[config.mk]
export PLATFORM = sky130hd
export DESIGN_NAME = f_pc_unit
export DESIGN_NICKNAME = d
export VERILOG_FILES = /design/src/rtl/f_pc_unit.sv
export SDC_FILE = /design/constraint.sdc
export NUM_CORES = 1
export LEC_CHECK = 0
export ABC_AREA = 1
export ABC_CLOCK_PERIOD_IN_PS = 2350
export BUFFER_PORTS_ARGS = -buffer_cell sky130_fd_sc_hd__buf_2
export CORE_MARGIN = 5
export CORE_UTILIZATION = 55
export CTS_BUF_LIST = sky130_fd_sc_hd__clkbuf_4 sky130_fd_sc_hd__clkbuf_8
export CTS_CLUSTER_SIZE = 10
export DETAILED_ROUTE_END_ITERATION = 8
export GPL_TIMING_DRIVEN = 0
export PLACE_DENSITY_LB_ADDON = 0.08
export RECOVER_POWER = 25
export SLEW_MARGIN = 25
export SYNTH_ARGS = -nofsm -noshare
export SYNTH_HDL_FRONTEND = slang
export SYNTH_SLANG_ARGS = --single-unit
[constraint.sdc]
create_clock -name clk -period 2.35 [get_ports clk]
set_input_delay 0.1175 -clock clk [delete_from_list [all_inputs] [get_ports clk]]
set_output_delay 0.1175 -clock clk [all_outputs]
set_load 0.1 [all_outputs]
[src/rtl/f_pc_unit.sv]
// rtl/f_pc_unit.sv - F-stage program counter with branch/jump redirect, ERET and exception entry
// Registered fetch PC plus combinational delay-slot flag and fetch address-error code.
module f_pc_unit #(
  parameter logic [31:0] PC_RESET  = 32'h0000_3000,
  parameter logic [31:0] EXC_ENTRY = 32'h0000_4180,
  parameter logic [31:0] TEXT_LO   = 32'h0000_3000,
  parameter logic [31:0] TEXT_HI   = 32'h0000_6FFC
) (
  input  logic        clk,
  input  logic        reset,
  input  logic        stall,
  input  logic        req,
  input  logic        eret,
  input  logic [31:0] epc,
  input  logic [1:0]  npc_sel,
  input  logic        bflag,
  input  logic [31:0] d_pc,
  input  logic [15:0] d_imm16,
  input  logic [25:0] d_imm26,
  input  logic [31:0] d_rs,
  output logic [31:0] pc,
  output logic        f_bd,
  output logic [4:0]  f_exc
);

  localparam logic [1:0] NPC_SEQ = 2'd0;
  localparam logic [1:0] NPC_BR  = 2'd1;
  localparam logic [1:0] NPC_J   = 2'd2;
  localparam logic [1:0] NPC_JR  = 2'd3;

  localparam logic [4:0] EXC_NONE = 5'd0;
  localparam logic [4:0] EXC_ADEL = 5'd4;

  logic [31:0] pc_q;
  logic [31:0] pc_d;
  logic [31:0] seq_pc;
  logic [31:0] br_target;
  logic [31:0] j_target;
  logic        fetch_bad;

  always_comb begin
    seq_pc    = pc_q + 32'd4;
    br_target = d_pc + 32'd4 + {{14{d_imm16[15]}}, d_imm16, 2'b00};
    j_target  = {d_pc[31:28], d_imm26, 2'b00};
  end

  // Redirects are resolved in D, so the delay-slot instruction already in F is
  // fetched this cycle and the target lands in pc on the next edge.
  always_comb begin
    pc_d = seq_pc;
    if (reset) begin
      pc_d = PC_RESET;
    end else if (req) begin
      pc_d = EXC_ENTRY;
    end else if (stall) begin
      pc_d = pc_q;
    end else if (eret) begin
      pc_d = epc;
    end else begin
      unique case (npc_sel)
        NPC_BR:  pc_d = bflag ? br_target : seq_pc;
        NPC_J:   pc_d = j_target;
        NPC_JR:  pc_d = d_rs;
        default: pc_d = seq_pc;
      endcase
    end
  end

  always_ff @(posedge clk) begin
    pc_q <= pc_d;
  end

  // The slot exists for not-taken branches too, hence no dependence on bflag.
  always_comb begin
    fetch_bad = (pc_q[1:0] != 2'b00) || (pc_q < TEXT_LO) || (pc_q > TEXT_HI);
    f_bd      = (npc_sel != NPC_SEQ) && !eret;
    f_exc     = fetch_bad ? EXC_ADEL : EXC_NONE;
    pc        = pc_q;
  end

endmodule

* After elaboration in Yosys (flattened, before gate mapping)
Cells that the tools add are included.
Word-level totals: register bits 32, input bits 146, output and inout port bits 38, logic and storage cells 24
Operators by class: $add $sub $neg 3, magnitude comparators 2, equality and inequality tests 4, multiplexer cells 6, reductions and logical operators 7
Operator list (number):
- 32-bit case mux with 3 select lines | 1
- 32-bit by 3-bit adder with 32-bit output (second input constant) | 2
- 32-bit 2-to-1 mux | 2
- 32-bit adder | 1
- 32-bit by 15-bit > comparator with 1-bit output (second input constant) | 1
- 32-bit by 14-bit less-than comparator with 1-bit output (second input constant) | 1
- 15-bit 2-to-1 mux | 2
- 2-bit equality test (second input constant) | 2
- 2-bit nonzero test | 2
- 3-bit 2-to-1 mux | 1
- 2-bit by 1-bit equality test with 1-bit output (second input constant) | 1
- 1-bit logical OR | 2
- 2-bit by 1-bit != test with 1-bit output (second input constant) | 1
- 2-bit OR reduction | 1
- 1-bit logical AND | 1
- 1-bit zero test | 1

* Longest topological paths before layout
word-level depth 7, depth in mapped cells 18, gate-level depth less buffers 18

* Worst setup path before layout
No wires, ideal clock.
path kind reg-to-reg, from register pc_q[2] (netlist: pc[2]), to register pc_q[16] (netlist: pc[16]), library setup time 0.120 ns, arrival time 2.400 ns, data required time 2.230 ns, slack -0.170 ns, stages on the path, launching flop included 13, buffers on the path 0, period minus slack after synthesis 2.520 ns, path through dfxtp_1 ha_1 nand2_2 nor2_4 nand2_2 nor2_4 nand2_1 xor2_1 nand2_1 nand3_1 nand3_1 a21oi_1 nor2_1
Between the ends: cells in the longest elaborated chain, start to end 4
Ends and longest elaborated chain:
- start, declared | RTL line 34 | logic [31:0] pc_q;
- start signal, assigned | RTL line 70 | pc_q <= pc_d;
- 32-bit by 3-bit adder with 32-bit output * | RTL line 42 | seq_pc = pc_q + 32'd4;
- 32-bit 2-to-1 mux | RTL line 61 | NPC_BR: pc_d = bflag ? br_target : seq_pc;
- 32-bit case mux with 3 select lines * | RTL line 60 | unique case (npc_sel)
- 32-bit 2-to-1 mux * | RTL line 57 | end else if (eret) begin
Every way passes the cells marked *; elsewhere a longest branch is shown, timed or not. A chain may end at the register's enable or synchronous reset.

* Worst setup path after layout
Same ends and word-level chain as after synthesis.

==> metrics.txt <==
status=complete, no violations; clock transition at the registers of the reported paths=0.08 ns; Max clock buf depth=2; fmax=454 MHz; Cell Count, Final, Fillers Out=1442; post-synthesis sequential area ratio=10.7%; DRT Wirelength=22.7 mm; worst skew pair latency=0.29 ns; CP startpoint kind=flop; half-perimeter wire length after placement=19.2 mm; reg-to-reg endpoint=pc[16]$_SDFFE_PP0N_; Critical Path Sink Type=flop; DRT iter0 DRCs=903; layout net count=1506; total CTS buffers=5; Syn Inst Count=1114; Reg2Reg Depth=12; hold slack=0.0453 ns; Hold Vio Cnt, Final=0; Synth async-reset ratio=0%; Hold Path Class=input pin to flop; Post-synth EDFFs=0; Port Buffers=177; Worst Hold Path EP=pc[14]$_SDFFE_PP0P_; HP Start=reset; largest net degree at the start of global routing=16; Tmin final=2.20 ns; total power=2.73 mW; r2r setup slk=0.15 ns; global route overflow=0; Starting Density=55.7%; I/O Pins=184; mapped cell area=6010 um2; Die H=115 um; Pleak=3.89 nW; Crit path required time=2.54 ns; Clock Sinks=32; H-tree Lvls=2; TritonCTS clock tree=yes; first-pass GRT wire length=35.3 mm; crit path kind=flop to flop; placed cells=1434; Most used DFF post-synth=dfxtp_1; CP startpoint=pc[2]$_SDFFE_PP0N_; Slew @ Worst Pin=1.17 ns; WP data arrival=2.39 ns; Reg area=644 um2; vias in the first global route=7444; max reg flops=30; hold depth=2; layout filler cell count=1126; n_diodes=0; initial antenna violation count=0; multi-input logic area=4530 um2; Row Count=38; vias per cell=5.57; Avg Inst Size Synth=5.40 um2; Max Cap Viol=0; Worst Clk Skew=0.00852 ns; RSZ-0062 raised after global routing=no; crit share post-route=93.8%; endpoints failing setup=0; CP max FO=7; gpl congestion=1.03; Final Max Slew Viols=0; share of cells above drive strength 1=16.9%; total track usage=33.5%; DRC=0; flops & latches, synth=32; VDD IR max=0.240 mV; Yosys cell types=42; Slew headroom=22.3%; Initial DRT Pass Iterations=6; Root Driver=clkbuf_8; Area Overhead vs Synth=19.6%; die area=13100 um2; post-DR wirelength/cell=15.8 um; post-CTS setup buffers=0; antenna viol nets, final=0; Synth Warn #=0; core area=10800 um2; reg2reg start=pc[2]$_SDFFE_PP0N_; PwrDens=379 nW/um2; Die W=115 um; via count=8036
power by group:
part / total, mW / leakage (nW) / switching (mW) / internal, mW
Combinational: 1.56 / 3.57 / 1.06 / 0.494
Clock: 0.550 / 0.0586 / 0.224 / 0.326
Sequential: 0.617 / 0.264 / 0.0473 / 0.570
Total: 2.73 / 3.89 / 1.33 / 1.39
stage by stage:
step	cell area [um2]	setup slack (ns)	utilization, %	TNS (ns)
final	7190	0.147	66.6	0
after global routing	7190	0.0270	66.6	0
after CTS	7200	0.0992	66.7	0
after detailed placement	7090	-0.188	65.7	-1.13
after global placement	7090	-0.155	65.7	-0.834
after floorplan	6030	-0.00381	-	-0.00381
cell usage in the layout, fill, tap and decap left out, drive strengths merged:
master / count
nand2: 365
buf: 175
inv: 174
nor2: 101
a21oi: 98
nand3: 81
o21ai: 65
ha: 58
clkbuf: 46
dfxtp: 32
nor3: 19
nand4: 18
a22o: 15
xor2: 11
o211ai: 7
xnor2: 5
conb: 4
a211oi: 3
and2: 3
a22oi: 3
a31oi: 3
or2: 2
a221oi: 2
nand3b: 2
o21a: 2
o21bai: 2
nor4: 1
a21o: 1
and3: 1
fa: 1
clkinv: 1
bufinv: 1
critical path, stage by stage (launching register included):
cell,delay [ns]
dfxtp_2,0.45
ha_1,0.26
nand2_2,0.13
nor2_4,0.12
nand2_2,0.12
nor2_4,0.18
nand2_1,0.08
xor2_1,0.20
nand2_1,0.09
nand3_1,0.13
nand3_1,0.14
a21oi_1,0.15
nor2_1,0.05
how the worst max path moves through the flow:
stage | slack (ns) | endpoint | cells after the start
global placement | -0.15 | pc[19]$_SDFFE_PP0N_ | 16
floorplan | -0.004 | pc[16]$_SDFFE_PP0N_ | 11
detailed placement | -0.19 | pc[19]$_SDFFE_PP0N_ | 16
CTS | 0.1 | pc[19]$_SDFFE_PP0N_ | 16
global route | 0.03 | pc[27]$_SDFFE_PP0N_ | 15
finish | 0.15 | pc[16]$_SDFFE_PP0N_ | 12
repair_timing:
item                       CTS  global route
hold buffers                 0             0
gates resized for setup      0             3
hold endpoints to repair     0             0
setup endpoints to repair    0             8
kinds of logic (layout without fill, tap and decap cells):
logic type,count (synthesis),after routing,synth area share (%)
AND/OR/NAND/NOR,593,593,41.5
XOR/XNOR,16,16,2.33
flip-flops,32,32,10.7
other,1,4,0.0624
AO/OA/AOI/OAI,201,201,18.8
buffers and inverters,212,397,14.2
adder cells (fa/ha/maj),59,59,12.4
per-layer routing:
metal	up-vias	share of wire, %	global-route usage [%]
met5	-	0	0
met4	0	2.8	10.6
met3	61	12	6.50
met2	504	44	54.5
met1	3503	42	44.5
li1	3968	-	-
cell usage after synthesis, drive strengths merged, types with 2 or more instances:
master	instances	share of area, %
o21bai	2	0.25
a221oi	2	0.29
nor3	19	1.9
nand2	365	23
inv	174	11
a22o	15	2.2
dfxtp	32	11
or2	2	0.21
nand3	81	6.8
o211ai	7	0.87
buf	15	1.5
o21a	2	0.25
a31oi	3	0.31
o21ai	65	5.4
xnor2	5	0.73
xor2	11	1.6
nand3b	2	0.25
a21oi	98	8.3
and2	3	0.31
a211oi	3	0.37
ha	58	12
nand4	18	1.9
clkbuf	23	1.8
a22oi	3	0.37
nor2	101	6.9
final cells by class:
cell class,instances,area share (%)
buffer,38,2.82
clock buffer,6,1.06
clock inverter,2,0.487
inverter,174,9.09
multi-input combinational,873,63.1
sequential,32,8.96
tap,140,2.44
timing repair buffer,177,12.1
(Power assumes the default switching activity.)
